$ cat config.mk
export PLATFORM = sky130hd
export DESIGN_NAME = regfile_dump_reader
export DESIGN_NICKNAME = d
export VERILOG_FILES = /design/src/rtl/regfile_dump_reader.sv
export SDC_FILE = /design/constraint.sdc
export NUM_CORES = 1
export LEC_CHECK = 0
export ABC_AREA = 1
export CAP_MARGIN = 10
export CORE_MARGIN = 3
export CORE_UTILIZATION = 49
export DETAILED_ROUTE_END_ITERATION = 16
export PLACE_DENSITY_LB_ADDON = 0.2
export RECOVER_POWER = 25
export REMOVE_ABC_BUFFERS = 1
export SLEW_MARGIN = 20
export SYNTH_ARGS = -nofsm -noshare
export SYNTH_HDL_FRONTEND = slang
export SYNTH_SLANG_ARGS = --single-unit
$ cat constraint.sdc
create_clock -name clk -period 1.6 [get_ports clk]
set_input_delay 0.24 -clock clk [delete_from_list [all_inputs] [get_ports clk]]
set_output_delay 0.24 -clock clk [all_outputs]
set_load 0.03 [all_outputs]
$ cat src/rtl/regfile_dump_reader.sv
// Sweeps the CPU debug register-read port, streams each register over valid/ready
// and keeps an XOR checksum of the last completed dump.
module regfile_dump_reader #(
   parameter int unsigned NUM_REGS      = 32,
   parameter int unsigned SEL_W         = 5,
   parameter int unsigned SETTLE_CYCLES = 1
) (
   input  logic             clk,
   input  logic             rstn,
   input  logic             start,
   input  logic             abort,
   output logic [SEL_W-1:0] reg_sel,
   input  logic [31:0]      reg_data,
   output logic             out_valid,
   input  logic             out_ready,
   output logic [31:0]      out_data,
   output logic [SEL_W-1:0] out_idx,
   output logic             out_last,
   output logic             busy,
   output logic             done,
   output logic [31:0]      checksum
);

   localparam int unsigned DATA_W = 32;
   localparam int unsigned CNT_W  = (SETTLE_CYCLES > 1) ? $clog2(SETTLE_CYCLES) : 1;

   localparam logic [CNT_W-1:0] CNT_INIT = CNT_W'(SETTLE_CYCLES - 1);
   localparam logic [SEL_W-1:0] LAST_SEL = SEL_W'(NUM_REGS - 1);
   localparam logic [SEL_W-1:0] SEL_ONE  = SEL_W'(1);

   localparam logic [1:0] ST_IDLE   = 2'd0;
   localparam logic [1:0] ST_SETTLE = 2'd1;
   localparam logic [1:0] ST_SEND   = 2'd2;

   logic [1:0]        state_q,  state_d;
   logic [SEL_W-1:0]  sel_q,    sel_d;
   logic [DATA_W-1:0] data_q,   data_d;
   logic [SEL_W-1:0]  idx_q,    idx_d;
   logic              last_q,   last_d;
   logic              valid_q,  valid_d;
   logic              busy_q,   busy_d;
   logic              done_q,   done_d;
   logic [DATA_W-1:0] chk_q,    chk_d;
   logic [DATA_W-1:0] acc_q,    acc_d;
   logic [CNT_W-1:0]  cnt_q,    cnt_d;

   // State register
   always_ff @(posedge clk or negedge rstn) begin
      if (!rstn) begin
         state_q <= ST_IDLE;
         sel_q   <= '0;
         data_q  <= '0;
         idx_q   <= '0;
         last_q  <= 1'b0;
         valid_q <= 1'b0;
         busy_q  <= 1'b0;
         done_q  <= 1'b0;
         chk_q   <= '0;
         acc_q   <= '0;
         cnt_q   <= '0;
      end else begin
         state_q <= state_d;
         sel_q   <= sel_d;
         data_q  <= data_d;
         idx_q   <= idx_d;
         last_q  <= last_d;
         valid_q <= valid_d;
         busy_q  <= busy_d;
         done_q  <= done_d;
         chk_q   <= chk_d;
         acc_q   <= acc_d;
         cnt_q   <= cnt_d;
      end
   end

   // Next-state and output logic; abort overrides every other event
   always_comb begin
      state_d = state_q;
      sel_d   = sel_q;
      data_d  = data_q;
      idx_d   = idx_q;
      last_d  = last_q;
      valid_d = valid_q;
      busy_d  = busy_q;
      done_d  = 1'b0;
      chk_d   = chk_q;
      acc_d   = acc_q;
      cnt_d   = cnt_q;

      if (abort) begin
         state_d = ST_IDLE;
         sel_d   = '0;
         valid_d = 1'b0;
         last_d  = 1'b0;
         busy_d  = 1'b0;
      end else begin
         case (state_q)
            ST_IDLE: begin
               sel_d   = '0;
               valid_d = 1'b0;
               if (start) begin
                  acc_d   = '0;
                  cnt_d   = CNT_INIT;
                  busy_d  = 1'b1;
                  state_d = ST_SETTLE;
               end
            end
            ST_SETTLE: begin
               if (cnt_q != '0) begin
                  cnt_d = cnt_q - CNT_W'(1);
               end else begin
                  data_d  = reg_data;
                  idx_d   = sel_q;
                  last_d  = (sel_q == LAST_SEL);
                  valid_d = 1'b1;
                  state_d = ST_SEND;
               end
            end
            ST_SEND: begin
               if (valid_q && out_ready) begin
                  acc_d   = acc_q ^ data_q;
                  valid_d = 1'b0;
                  last_d  = 1'b0;
                  if (last_q) begin
                     chk_d   = acc_q ^ data_q;
                     done_d  = 1'b1;
                     sel_d   = '0;
                     busy_d  = 1'b0;
                     state_d = ST_IDLE;
                  end else begin
                     sel_d   = sel_q + SEL_ONE;
                     cnt_d   = CNT_INIT;
                     state_d = ST_SETTLE;
                  end
               end
            end
            default: begin
               state_d = ST_IDLE;
               sel_d   = '0;
               valid_d = 1'b0;
               last_d  = 1'b0;
               busy_d  = 1'b0;
            end
         endcase
      end
   end

   assign reg_sel   = sel_q;
   assign out_valid = valid_q;
   assign out_data  = data_q;
   assign out_idx   = idx_q;
   assign out_last  = last_q;
   assign busy      = busy_q;
   assign done      = done_q;
   assign checksum  = chk_q;

endmodule

Word level (Yosys, flattened, before mapping)
Index checks and enable logic that the tools add are counted.
Operators by class
  add/sub/neg operators: 2
  muxes and demuxes: 34
  bitwise operators: 3
  reduce and logical (&&, ||, !) cells: 13
  eq/ne operators: 12
Operator list (number)
  $mux W32: 2
  $pmux W32 S2: 1
  $xor A32 B32 Y32: 1
  $mux W1: 18
  $mux W5: 3
  $ne A3 B3 Y1 const B: 4
  $reduce_and A4 Y1: 3
  $ne A2 B2 Y1 const B: 5
  $pmux W5 S2: 1
  $pmux W1 S3: 3
  $reduce_and A3 Y1: 3
  $mux W2: 4
  $pmux W2 S3: 1
  $add A5 B1 Y5 const B: 1
  $eq A5 B5 Y1 const B: 1
  $reduce_and A5 Y1: 1
  $reduce_and A2 Y1: 2
  $reduce_bool A3 Y1: 1
  $eq A2 B1 Y1 const B: 1
  $eq A2 B2 Y1 const B: 1
  $logic_not A2 Y1: 1
  $not A1 Y1: 2
  $pmux W1 S2: 1
  $reduce_bool A2 Y1: 1
  other kinds (2): 2
Storage, ports and cells
  word-level logic and storage cells: 75
  input bits: 37
  register bits: 113
  output and inout port bits: 78

Depth between registers and ports, before layout
  depth after elaboration: 5
  depth in mapped cells: 8
  depth with buffers taken out: 8

Worst setup path before layout
OpenSTA, ideal clock, no wires.
  kind: reg-to-reg
  start point: reg sel_q[1] (netlist: reg_sel[1])
  end point: reg sel_q[4] (netlist: reg_sel[4])
  clock period less this slack: 1370 ps
  arrival time: 1253 ps
  stages on the path, launching flop included: 7
  setup slack: 230 ps
  cells stage by stage: dfrtp_1 > ha_1 > nand2_1 > nor2_1 > ha_1 > nand2_1 > nand2_1
On the way
  cells in the longest elaborated chain, start to end: 5
RTL lines
  from (decl): line 36  | logic [SEL_W-1:0] sel_q, sel_d;
  from (signal assigned): line 63  | sel_q <= sel_d;
  $add A5 B1 Y5: line 131  | sel_d = sel_q + SEL_ONE;
  $mux W5: line 124  | if (last_q) begin
  $mux W5: line 120  | if (valid_q && out_ready) begin
  $pmux W5 S2: line 97  | case (state_q)
  $mux W5: line 90  | if (abort) begin
No other way between the ends. The select of a mux whose other input is x is not followed.
A chain may end at the register's enable or synchronous reset.

Worst setup path in the final report
  start point: reg sel_q[1] (netlist: reg_sel[1])
  end point: out reg_sel[1]
RTL lines
  to (decl): line 12  | output logic [SEL_W-1:0] reg_sel,
No word-level cell between the ends.

==> metrics.yaml <==
setup_path:
  critical_path.startpoint: "reg_sel[1]"
  critical_path.cell_chain: "dlygate4sd2_1"
  worst_setup_path_type: "register to output pin"
  endpoint_required_time_on_the_critical_path_ns: 1.36
  critPathMaxFanout: 6
  critical_path.max_stage_delay_ns: 0.47
  rr_startpoint: "reg_sel[1]"
  critical_path_end_type: "output pin"
  setup.worst_path.start_class: "register"
  reg2reg_to: "reg_sel[4]"
  worst_r2r_path_depth: 6
  worst-endpoint-arrival_ns: 1.26
  worst_path_buffer_plus_inverter_count: 1
  critPathTopFamily: "flip-flops"
  cp.depth: 1
  setup.worst_path.end: "reg_sel[1]"
  cpMaxStageDelayCell: "dfrtp_1"
  r2r_slack_ns: 0.28
cts:
  clkSinkCount: 112
  cts_buffers: 9
  postCtsSetupRepairBufs: 0
  clkLatencyLatePin_ns: 0.37
  cts_root_buf: "clkbuf_8"
  ctsHtreeMaxLevel: 3
  tritoncts: "done"
  cts.reportedPaths.clkPinSlew_ns: 0.11
  cts_max_path_buffers: 2
placed_design:
  routabilityCongestion: 0.834
  buffer_ports.inserted: 114
  dpl.hpwl_mm: 7.57
  placedInstanceArea_sq_mm: 0.00608
  place.detailed.instances: 770
status:
  outcome: "finished, final reports clean"
synthesis:
  postSynthAreaPerCell_sq_um: 8.76
  yosys_warnings: 0
  postSynthRegisterBits: 112
  post_synth_instance_area_sq_mm: 0.00469
  netlist-cell-type-count: 20
  synthCells: 535
  seq_area_frac_synth_pct: 59.8
timing:
  grt_setup_unrepaired: "false"
  final.period_utilization_pct: 93.5
  shortest_clock_period_the_worst_path_allows_after_layout_ns: 1.50
  drv_slew: 0
  worst_slew_pin_slew_ns: 0.968
  hold_viol: 0
  fmaxAchievable_ghz: 0.669
  finalSetupViolations: 0
  fin_worst_hold_slack_ns: 0.394
  worst_clock_skew_ns: 0.0125
  timing.max_slew.rel_slack_pct: 35.5
floorplanning:
  floorplan.die.width_um: 104
  die_area_sq_mm: 0.0108
  design.portCount: 115
  initial_utilization_pct: 50.5
  core_region_area_sq_mm: 0.00928
  std_cell_rows: 35
  die_h_um: 104
route:
  detail_route.iter0.violations: 129
  via_count: 3746
  vias_per_cell: 4.76
  firstDrtPassIters: 4
  drt_drc_violations_left: 0
  routed_wl_mm: 10.8
  route.antenna.remaining_nets: 0
  avgRoutedWirePerCell_um: 13.7
finish:
  area_delta_synth_final_pct: 32.2
  drive_gt1_share_pct: 6.23
  layoutNonFillerInstCount: 787
  antenna_cells: 0
  fill_cells: 805
  post-route-cell-area_sq_mm: 0.00619
  final_nets: 692
global_routing:
  gr-total-overflow: 0
  number_of_antenna_violations_at_the_first_check_in_global_routing: 0
  via_count_of_the_first_global_routing_pass: 3836
  grt_start_max_net_pins: 35
  grt_first_pass_wirelength_mm: 18.5
  combined_global_route_utilization_of_all_metal_layers_pct: 20.9
power_and_ir_drop:
  seq_power_share_pct: 48.5
  power_mw: 7.44
  clock_power_share_pct: 23.1
  share_of_total_power_consumed_by_net_switching_pct: 36.4
  cellPowerDensity_mw_per_mm2: 1200
  power.switching_mw: 2.71
  pwr-share-comb_pct: 28.5
  total_leakage_power_nw: 3.50
  max-vdd-ir-drop_v: 0.000786
  cellInternalPower_mw: 4.73
hold_path:
  hold_class: "input port to register"
  holdPathStages: 3
run:
  max_cap_viol_count: 0
-- layout by cell type, fill, tap and decap left out, drive strengths merged --
cell / n
nand2: 298
dfrtp: 112
dlygate4sd2: 78
o21ai: 38
clkdlybuf4s50: 35
xor2: 32
buf: 15
inv: 15
nor2: 12
clkbuf: 10
nand3: 5
ha: 2
clkinv: 2
nand4: 1
clkinvlp: 1
bufinv: 1
dlygate4sd3: 1
-- registers in the layout, indices dropped and copies added (netlist names), 2 cells and up --
signal	cells
reg_sel	5
checksum	32
out_data	32
acc_q	32
state_q	2
out_idx	5
-- stage by stage --
stage                     setup TNS, ns  util (%)  setup slack [ns]
final                                 0      66.7             0.105
after global routing                  0      66.7            0.0601
after CTS                             0      66.8             0.101
after detailed placement         -0.672      65.5           -0.0329
after global placement                0      65.5            0.0191
after floorplan                  -17.67         -            -0.478
-- per-layer routing --
| layer | wire length [um] | global-route usage, % | vias to the layer above |
|---|---|---|---|
| met4 | 176 | 7.12 | 0 |
| li1 | - | - | 1870 |
| met1 | 5050 | 28.6 | 1766 |
| met2 | 5050 | 33.4 | 95 |
| met3 | 516 | 4.30 | 15 |
| met5 | 0 | 0 | - |
-- cells in the mapped netlist --
library cell | n | area (sq um)
nand3_2 | 1 | 10.0
o21ai_1 | 32 | 160
nand2_1 | 297 | 1110
buf_1 | 3 | 11.3
o21ai_0 | 6 | 30.0
inv_1 | 8 | 30.0
xor2_1 | 32 | 280
buf_4 | 2 | 15.0
buf_6 | 3 | 33.8
inv_2 | 4 | 15.0
nand4_1 | 1 | 6.26
ha_1 | 2 | 25.0
dfrtp_1 | 112 | 2800
nor2_2 | 1 | 6.26
nand2_2 | 1 | 6.26
clkbuf_1 | 3 | 11.3
buf_2 | 12 | 60.1
nand3_1 | 4 | 20.0
nor2_4 | 1 | 11.3
nor2_1 | 10 | 37.5
-- worst min path at each step --
stage	from	endpoint
CTS	rstn	out_data[24]
global route	reg_data[29]	out_data[29]
global placement	rstn	out_data[24]
floorplan	rstn	acc_q[0]
finish	reg_data[13]	out_data[13]
detailed placement	rstn	out_data[24]
-- repair_timing --
item | 4_1_cts | 5_1_grt
hold buffers | 1 | 0
hold endpoints to repair | 30 | 0
setup endpoints to repair | 78 | 0
gates resized for setup | 78 | 0
-- cell families (layout without fill, tap and decap cells) --
kind of cell	count (synthesis)	in the layout	share of synthesized area (%)
xor gates and xnor gates	32	32	5.98
buffers and inverters	35	158	3.76
and+or+nand+nor	316	316	25.9
adders and majority gates	2	2	0.534
DFF	112	112	59.8
AOI/OAI and AO/OA	38	38	4.06
-- worst min-delay path, cell delays in order --
cell and delay, ns:
clkdlybuf4s50_1 0.39, nand2_1 0.06, nand2_1 0.04
-- area by class of cell --
| class | instances | area, sq um | share of cell area, % |
|---|---|---|---|
| Tap cell | 129 | 161 | 2.61 |
| Clock inverter | 7 | 77.6 | 1.25 |
| Timing Repair Buffer | 130 | 1270 | 20.6 |
| Clock buffer | 9 | 124 | 2.00 |
| Inverter | 12 | 45.0 | 0.727 |
| Multi-Input combinational cell | 388 | 1710 | 27.6 |
| Sequential cell | 112 | 2800 | 45.2 |
-- power groups by stage --
stage | Combinational [mW] | Clock [mW] | Sequential [mW]
CTS | 2.14 | 1.75 | 3.61
global route | 2.33 | 1.86 | 3.67
floorplan | 0.738 | 0 | 4.19
detailed placement | 2.35 | 0 | 3.67
global placement | 2.30 | 0 | 3.66
finish | 2.12 | 1.72 | 3.61
Power figures use the tool's default switching activity.
